==> src/rtl/fetch_sequencer_if.sv <==
`default_nettype none
// ============================================================================
// Module : fetch_sequencer_if
// Brief  : PC, instruction-memory, redirect and downstream signals of the fetch sequencer
// Rev    : 1.0  initial release
// ============================================================================
interface fetch_sequencer_if;
    // Program counter
    logic [15:0] pcAddress;
    logic        pcWrite;
    logic [15:0] nextAddress;
    // Instruction memory
    logic        memReadReq;
    logic [15:0] memAddress;
    logic        memReady;
    logic [15:0] memData;
    // Redirect
    logic        branchTaken;
    logic [15:0] branchTarget;
    // Downstream
    logic        instrValid;
    logic [15:0] instruction;
    logic [15:0] instrAddress;
    logic        instrAccept;
    logic        stall;

    modport master (
        input  pcAddress,
        output pcWrite,
        output nextAddress,
        output memReadReq,
        output memAddress,
        input  memReady,
        input  memData,
        input  branchTaken,
        input  branchTarget,
        output instrValid,
        output instruction,
        output instrAddress,
        input  instrAccept,
        input  stall
    );

    modport slave (
        output pcAddress,
        input  pcWrite,
        input  nextAddress,
        input  memReadReq,
        input  memAddress,
        output memReady,
        output memData,
        output branchTaken,
        output branchTarget,
        input  instrValid,
        input  instruction,
        input  instrAddress,
        output instrAccept,
        output stall
    );
endinterface
`default_nettype wire

==> src/rtl/fetch_sequencer.sv <==
`default_nettype none
// ============================================================================
// Module : fetch_sequencer
// Brief  : single-outstanding instruction fetch with PC update and branch redirect
// Rev    : 1.0  initial release
// ============================================================================
module fetch_sequencer (
    input  logic              clock,
    input  logic              reset_n,
    fetch_sequencer_if.master bus
);

    typedef enum logic [1:0] {
        S_IDLE     = 2'd0,
        S_REQUEST  = 2'd1,
        S_HOLD     = 2'd2,
        S_REDIRECT = 2'd3
    } state_t;

    localparam logic [15:0] C_PC_STEP = 16'd2;

    state_t      state_q, state_d;
    logic        pc_write_q, pc_write_d;
    logic [15:0] next_addr_q, next_addr_d;
    logic        instr_valid_q, instr_valid_d;
    logic [15:0] instruction_q, instruction_d;
    logic [15:0] instr_addr_q, instr_addr_d;
    logic        w_request;

    // Request decodes from the async-reset state, so reset drops it immediately.
    assign w_request      = (state_q == S_REQUEST);
    assign bus.memReadReq = w_request;
    assign bus.memAddress = w_request ? bus.pcAddress : 16'h0000;

    assign bus.pcWrite      = pc_write_q;
    assign bus.nextAddress  = next_addr_q;
    assign bus.instrValid   = instr_valid_q;
    assign bus.instruction  = instruction_q;
    assign bus.instrAddress = instr_addr_q;

    always_ff @(posedge clock or negedge reset_n) begin
        if (!reset_n) begin
            state_q       <= S_IDLE;
            pc_write_q    <= 1'b0;
            next_addr_q   <= 16'h0000;
            instr_valid_q <= 1'b0;
            instruction_q <= 16'h0000;
            instr_addr_q  <= 16'h0000;
        end else begin
            state_q       <= state_d;
            pc_write_q    <= pc_write_d;
            next_addr_q   <= next_addr_d;
            instr_valid_q <= instr_valid_d;
            instruction_q <= instruction_d;
            instr_addr_q  <= instr_addr_d;
        end
    end

    always_comb begin
        state_d       = state_q;
        pc_write_d    = 1'b0;
        next_addr_d   = next_addr_q;
        instr_valid_d = instr_valid_q;
        instruction_d = instruction_q;
        instr_addr_d  = instr_addr_q;

        case (state_q)
            S_IDLE: begin
                state_d = S_REQUEST;
            end
            S_REQUEST: begin
                // A redirect wins over a completing read; that read's data is discarded.
                if (bus.branchTaken) begin
                    pc_write_d    = 1'b1;
                    next_addr_d   = bus.branchTarget;
                    instr_valid_d = 1'b0;
                    state_d       = S_REDIRECT;
                end else if (bus.memReady) begin
                    instruction_d = bus.memData;
                    instr_addr_d  = bus.pcAddress;
                    instr_valid_d = 1'b1;
                    pc_write_d    = 1'b1;
                    next_addr_d   = bus.pcAddress + C_PC_STEP;
                    state_d       = S_HOLD;
                end
            end
            S_HOLD: begin
                if (bus.branchTaken) begin
                    pc_write_d    = 1'b1;
                    next_addr_d   = bus.branchTarget;
                    instr_valid_d = 1'b0;
                    state_d       = S_REDIRECT;
                end else if (bus.instrAccept && !bus.stall) begin
                    instr_valid_d = 1'b0;
                    state_d       = S_REQUEST;
                end
            end
            S_REDIRECT: begin
                // One quiet cycle lets the PC load land before the next read.
                state_d = S_REQUEST;
            end
            default: begin
                state_d = S_IDLE;
            end
        endcase
    end

endmodule
`default_nettype wire

==> src/flat_wrapper.sv <==
// flat-port wrapper written by rule: the top's interface ports become plain ports
module fetch_sequencer_flat 
  (clock, reset_n, bus_pcAddress, bus_pcWrite, bus_nextAddress, bus_memReadReq, bus_memAddress, bus_memReady, bus_memData, bus_branchTaken, bus_branchTarget, bus_instrValid, bus_instruction, bus_instrAddress, bus_instrAccept, bus_stall);
  fetch_sequencer_if bus_i ();
  input  logic clock;
  input  logic reset_n;
  input wire logic [$bits(bus_i.pcAddress)-1:0] bus_pcAddress;
  output wire logic [$bits(bus_i.pcWrite)-1:0] bus_pcWrite;
  output wire logic [$bits(bus_i.nextAddress)-1:0] bus_nextAddress;
  output wire logic [$bits(bus_i.memReadReq)-1:0] bus_memReadReq;
  output wire logic [$bits(bus_i.memAddress)-1:0] bus_memAddress;
  input wire logic [$bits(bus_i.memReady)-1:0] bus_memReady;
  input wire logic [$bits(bus_i.memData)-1:0] bus_memData;
  input wire logic [$bits(bus_i.branchTaken)-1:0] bus_branchTaken;
  input wire logic [$bits(bus_i.branchTarget)-1:0] bus_branchTarget;
  output wire logic [$bits(bus_i.instrValid)-1:0] bus_instrValid;
  output wire logic [$bits(bus_i.instruction)-1:0] bus_instruction;
  output wire logic [$bits(bus_i.instrAddress)-1:0] bus_instrAddress;
  input wire logic [$bits(bus_i.instrAccept)-1:0] bus_instrAccept;
  input wire logic [$bits(bus_i.stall)-1:0] bus_stall;
  assign bus_i.pcAddress = bus_pcAddress;
  assign bus_pcWrite = bus_i.pcWrite;
  assign bus_nextAddress = bus_i.nextAddress;
  assign bus_memReadReq = bus_i.memReadReq;
  assign bus_memAddress = bus_i.memAddress;
  assign bus_i.memReady = bus_memReady;
  assign bus_i.memData = bus_memData;
  assign bus_i.branchTaken = bus_branchTaken;
  assign bus_i.branchTarget = bus_branchTarget;
  assign bus_instrValid = bus_i.instrValid;
  assign bus_instruction = bus_i.instruction;
  assign bus_instrAddress = bus_i.instrAddress;
  assign bus_i.instrAccept = bus_instrAccept;
  assign bus_i.stall = bus_stall;
  fetch_sequencer u_core (.clock(clock), .reset_n(reset_n), .bus(bus_i));
endmodule
==> config.mk <==
export PLATFORM = sky130hd
export DESIGN_NAME = fetch_sequencer_flat
export DESIGN_NICKNAME = d
export VERILOG_FILES = /design/src/rtl/fetch_sequencer_if.sv /design/src/rtl/fetch_sequencer.sv /design/src/flat_wrapper.sv
export SDC_FILE = /design/constraint.sdc
export NUM_CORES = 1
export LEC_CHECK = 0
export ABC_AREA = 0
export CAP_MARGIN = 30
export CORE_MARGIN = 3
export CORE_UTILIZATION = 40
export CTS_BUF_LIST = sky130_fd_sc_hd__clkbuf_16
export CTS_CLUSTER_DIAMETER = 40
export CTS_CLUSTER_SIZE = 24
export DETAILED_ROUTE_END_ITERATION = 8
export HOLD_SLACK_MARGIN = 0.06
export MAX_ROUTING_LAYER = met4
export PLACE_DENSITY = 0.8
export SYNTH_ARGS = -nofsm -noshare
export SYNTH_HDL_FRONTEND = slang
export SYNTH_SLANG_ARGS = --single-unit
==> constraint.sdc <==
create_clock -name clock -period 1.7 [get_ports clock]
set_input_delay 0.17 -clock clock [delete_from_list [all_inputs] [get_ports clock]]
set_output_delay 0.17 -clock clock [all_outputs]
set_load 0.01 [all_outputs]
== Word-level counts from Yosys, hierarchy flattened ==
Cells that the tools add are included.

* Eq/ne operators: 6
* Mux-type cells: 19
* Bitwise logic cells: 1
* Add/sub/neg operators: 1
* Reductions and logical operators: 9

{| class="wikitable"
|+ Operators by type and width
! operator !! number
|-
| $mux W16 || 4
|-
| $pmux W16 S2 || 1
|-
| $add A16 B2 Y16 const B || 1
|-
| $reduce_and A3 Y1 || 3
|-
| $mux W2 || 4
|-
| $mux W1 || 7
|-
| $pmux W2 S3 || 1
|-
| $eq A2 B2 Y1 const B || 2
|-
| $pmux W1 S2 || 2
|-
| $ne A3 B2 Y1 const B || 1
|-
| $ne A3 B3 Y1 const B || 1
|-
| $eq A2 B1 Y1 const B || 1
|-
| $logic_not A2 Y1 || 1
|-
| $ne A2 B2 Y1 const B || 1
|-
| $reduce_and A2 Y1 || 1
|-
| $reduce_bool A2 Y1 || 1
|-
| $reduce_or A2 Y1 || 1
|-
| $logic_and A1 B1 Y1 || 1
|-
| $logic_not A1 Y1 || 1
|-
| $not A1 Y1 || 1
|}

* Bits in registers: 52
* Output and inout port bits: 67
* Word-level logic and storage cells: 42

== Logic depth before layout (Yosys ltp) ==
* Word-level depth: 5
* Depth in mapped cells: 7
* Mapped depth without buffers: 6

== Least setup slack after synthesis ==
No wires, ideal clock.

* Kind: reg-to-reg
* Start point: register u_core.state_q[1]
* End point: register u_core.instr_addr_q[0] (netlist: u_core.bus.instrAddress[0])
* Period minus slack after synthesis: 1581 ps
* Arrival time: 1457 ps
* Setup time: 125 ps
* Path slack: 119 ps
* Stages on the path, launching flop included: 7
* Data required time: 1575 ps
* Cells stage by stage: dfrtp_1 -> inv_1 -> ha_1 -> nor2b_2 -> nand2_2 -> buf_2 -> mux2_2

* Word-level cells in the longest chain between the ends: 2

{| class="wikitable"
|+ RTL lines
! item !! RTL line !! source
|-
| start, declared || fetch_sequencer.sv:22 || <nowiki>state_t state_q, state_d;</nowiki>
|-
| start signal, assigned || fetch_sequencer.sv:50 || <nowiki>state_q <= state_d;</nowiki>
|-
| $eq A2 B1 Y1 || - ||
|-
| via bus_memReadReq || flat_wrapper.sv:10 || <nowiki>output wire logic [$bits(bus_i.memReadReq)-1:0] bus_memReadReq;</nowiki>
|-
| $reduce_and A3 Y1 (no source line) || - ||
|-
| end signal, assigned || fetch_sequencer.sv:55 || <nowiki>instr_addr_q <= instr_addr_d;</nowiki>
|-
| end, declared || fetch_sequencer.sv:27 || <nowiki>logic [15:0] instr_addr_q, instr_addr_d;</nowiki>
|}

The timed path passes the listed nets, and every way through them passes these cells.
A chain may end at the register's enable or synchronous reset.

== Final worst setup path ==
* Start point: register u_core.state_q[0]
* End point: register u_core.instr_valid_q (netlist: u_core.bus.instrValid)

* Word-level cells in the longest chain between the ends: 3
* Elaborated cells on any way between the ends: 7
* Those cells by class: eq/ne: 4; mux: 1; reduce/logical: 2

{| class="wikitable"
|+ RTL lines
! item !! RTL line !! source
|-
| $eq A2 B2 Y1 or $eq A2 B1 Y1 (tied branches) || fetch_sequencer.sv:67 || <nowiki>case (state_q)</nowiki>
|-
| $ne A3 B2 Y1 (no source line) (tied with other cells) || - ||
|-
| $reduce_and A3 Y1 (no source line) || - ||
|-
| end signal, assigned || fetch_sequencer.sv:53 || <nowiki>instr_valid_q <= instr_valid_d;</nowiki>
|-
| end, declared || fetch_sequencer.sv:25 || <nowiki>logic instr_valid_q, instr_valid_d;</nowiki>
|}

Parallel ways exist; a longest one is shown, timed or not.

==> impl_metrics.env <==
export IMPL_outcome="complete, no violations"
export IMPL_power_frac_comb_pct=51.8
export IMPL_syn_num_nets=270
export IMPL_antenna_found_initial=0
export IMPL_setup_violations_final=0
export IMPL_vias=2123
export IMPL_synth_top_area_cell="dfrtp_1"
export IMPL_netlist_top_cells_area="dfrtp_1, mux2_2, and2_1"
export IMPL_grt_use_total_pct=20.1
export IMPL_drt_first_pass_iters=4
export IMPL_hold_class="primary input to async pin"
export IMPL_startpoint_type="flop"
export IMPL_fin_setup_tns_ns=0
export IMPL_grt_pass1_vias=2227
export IMPL_synth_edf_count=0
export IMPL_start_util_pct=42.9
export IMPL_cp_required_ns=1.87
export IMPL_portBuffers=120
export IMPL_syn_area_um2=2450
export IMPL_num_nets_final=415
export IMPL_switching_share_pct=32.2
export IMPL_clkSinkCount=52
export IMPL_cts_root_buffer_cell="clkbuf_16"
export IMPL_synth_cell_types=35
export IMPL_cellPowerDensity_nw_per_um2=1590
export IMPL_hold_violations=0
export IMPL_synth_most_common_cell="dfrtp_1"
export IMPL_rows=27
export IMPL_route_antenna_remaining_nets=0
export IMPL_worst_pin_slew_ns=0.497
export IMPL_ir_drop_uv=1010
export IMPL_p_seq_share_pct=33.1
export IMPL_final_util_pct=71.4
export IMPL_dpl_hpwl_um=5260
export IMPL_synth_warnings=0
export IMPL_cts_clk_slew_worst_paths_ns=0.07
export IMPL_ctsHtreeMaxLevel=2
export IMPL_worstSetupEndpointType="flop"
export IMPL_fillers=419
export IMPL_fp_dieW_um=84.3
export IMPL_crit_chain="inv_1 > ha_1 > and3_1 > a211oi_1 > mux2_2"
export IMPL_p_total_mw=6.50
export IMPL_wire_per_inst_um=15.5
export IMPL_intPower_mw=4.41
export IMPL_maxCapViolations=0
export IMPL_clock_latency_ns=0.29
export IMPL_cts_tree="yes"
export IMPL_synthDominantCellAreaShare_pct=53.1
export IMPL_drt_drc_violations_left=0
export IMPL_clock_path_buffers=2
export IMPL_drv_slew=0
export IMPL_pin_count=121
export IMPL_p_sw_mw=2.09
export IMPL_die_area_um2=7100
export IMPL_grt_max_degree=23
export IMPL_postSynthCellCount=213
export IMPL_die_y_um=84.3
export IMPL_relSlewSlack_pct=66.8
export IMPL_yosys_top_cells_count="dfrtp_1, mux2_2, o21ai_0"
export IMPL_finalWirelength_um=6700
export IMPL_period_share_pct=97.0
export IMPL_p_clk_share_pct=15.0
export IMPL_rsz0062_at_grt="yes"
export IMPL_cpMaxStageDelayCell="dfrtp_1"
export IMPL_cts_setup_buffers=0
export IMPL_finalWorstSetupSlack_ns=0.0516
export IMPL_fmax_ghz=0.607
export IMPL_core_area_um2=5710
export IMPL_timing_hold_ws_ns=0.383
export IMPL_post_route_min_period_ns=1.65
export IMPL_cp_num_buf_inv=1
export IMPL_skew_ns=0.00557
export IMPL_vias_per_cell=4.93
export IMPL_ys_ff_latch=52
export IMPL_worstPathArrival_ns=1.82
export IMPL_critPathMaxFanout=3
export IMPL_drive_gt1_share_pct=21.7
export IMPL_dp_slack_ns=-0.0206
export IMPL_grt_pass1_wl_um=11100
export IMPL_crit_family="flip-flops"
export IMPL_leakagePower_nw=1.77
export IMPL_worst_path_largest_cell_delay_ns=0.41
export IMPL_overflow=0
export IMPL_syn2layout_area_growth_pct=66.5
export IMPL_avgSynthCellArea_um2=11.5
export IMPL_yosysSeqAreaShare_pct=53.1
export IMPL_cts_buffers=5
export IMPL_synthArstFlopShare_pct=100
export IMPL_path_class="flop to flop"
export IMPL_drt_iter0_drc=87
export IMPL_gp_congestion=0.895
export IMPL_diodes=0
export IMPL_ys_flop_type="dfrtp_1"
## stage by stage
step / instance area [um^2] / std cells
detailed placement: 3920 / 422
global placement: 3920 / 422
global route: 4080 / 431
CTS: 4060 / 431
finish: 4080 / 431
floorplan: 2450 / 213
## cells by family (layout without fill, tap and decap cells)
family / Yosys count / after routing / share of synthesized area [%]
buf+inv: 14 / 160 / 2.91
xor+xnor: 13 / 13 / 4.65
mux: 35 / 35 / 16.0
fa+ha+maj: 3 / 3 / 1.53
simple gates: 59 / 59 / 13.1
compound gates: 37 / 37 / 8.73
flops: 52 / 52 / 53.1
## registers in the layout, indices dropped and copies added (netlist names)
register	flops
u_core.state_q	2
u_core.bus.instruction	16
u_core.bus.pcWrite	1
u_core.bus.instrAddress	16
u_core.bus.instrValid	1
u_core.bus.nextAddress	16
## layout make-up
| cell class | count | area [um^2] | share of cell area (%) |
|---|---|---|---|
| clock buffer | 5 | 125 | 3.07 |
| clock inverter | 3 | 20.0 | 0.491 |
| inverter | 4 | 15.0 | 0.368 |
| multi-input combinational | 147 | 1090 | 26.8 |
| sequential | 52 | 1300 | 31.9 |
| tap | 72 | 90.1 | 2.21 |
| timing repair buffer | 148 | 1430 | 35.1 |
## path summary, 6_finish.rpt
path,depth (start not counted),startpoint,end,slack (ns)
worst min-delay path,2,reset_n,u_core.bus.nextAddress[3],0.38
worst max-delay path,5,u_core.state_q[0],u_core.bus.instrValid,0.05
min in group clock,2,u_core.bus.nextAddress[4],u_core.bus.nextAddress[4],0.48
max in group asynchronous,3,reset_n,u_core.bus.nextAddress[13],0.69
worst min register to register,2,u_core.bus.nextAddress[4],u_core.bus.nextAddress[4],0.48
worst max register to register,5,u_core.state_q[0],u_core.bus.instrValid,0.05
## what timing repair did
action	in CTS	in global routing
setup endpoints to repair	17	26
endpoints found under the hold margin	20	0
hold buffers	1	0
gates resized for setup	20	10
## power groups by stage
stage	registers [mW]	clock network (mW)	logic, mW
finish	2.15	0.977	3.37
global route	2.24	1.06	3.62
CTS	2.16	1.01	3.38
detailed placement	2.18	0	3.43
global placement	2.14	0	3.38
floorplan	2.45	0	1.12
## layout by cell type, fill, tap and decap left out, types with 7 or more instances in the layout
| master | synthesis | final |
|---|---|---|
| o21ai_0 | 17 | 14 |
| nor2_1 | 10 | 10 |
| xnor2_1 | 7 | 7 |
| and2_1 | 15 | 15 |
| nand2_1 | 12 | 12 |
| a22oi_1 | 8 | 8 |
| mux2_2 | 33 | 33 |
| dlygate4sd2_1 | 0 | 13 |
| dfrtp_1 | 52 | 52 |
| buf_4 | 1 | 22 |
| clkdlybuf4s50_1 | 0 | 102 |
## per-layer routing
layer | GRT usage (%) | vias to the layer above | share of wire, %
met1 | 24.6 | 1007 | 43
met2 | 32.1 | 74 | 50
met5 | - | - | 0
met4 | 6.43 | 0 | 1.3
li1 | - | 1032 | -
met3 | 5.59 | 10 | 6.2
Power figures use the tool's default switching activity.
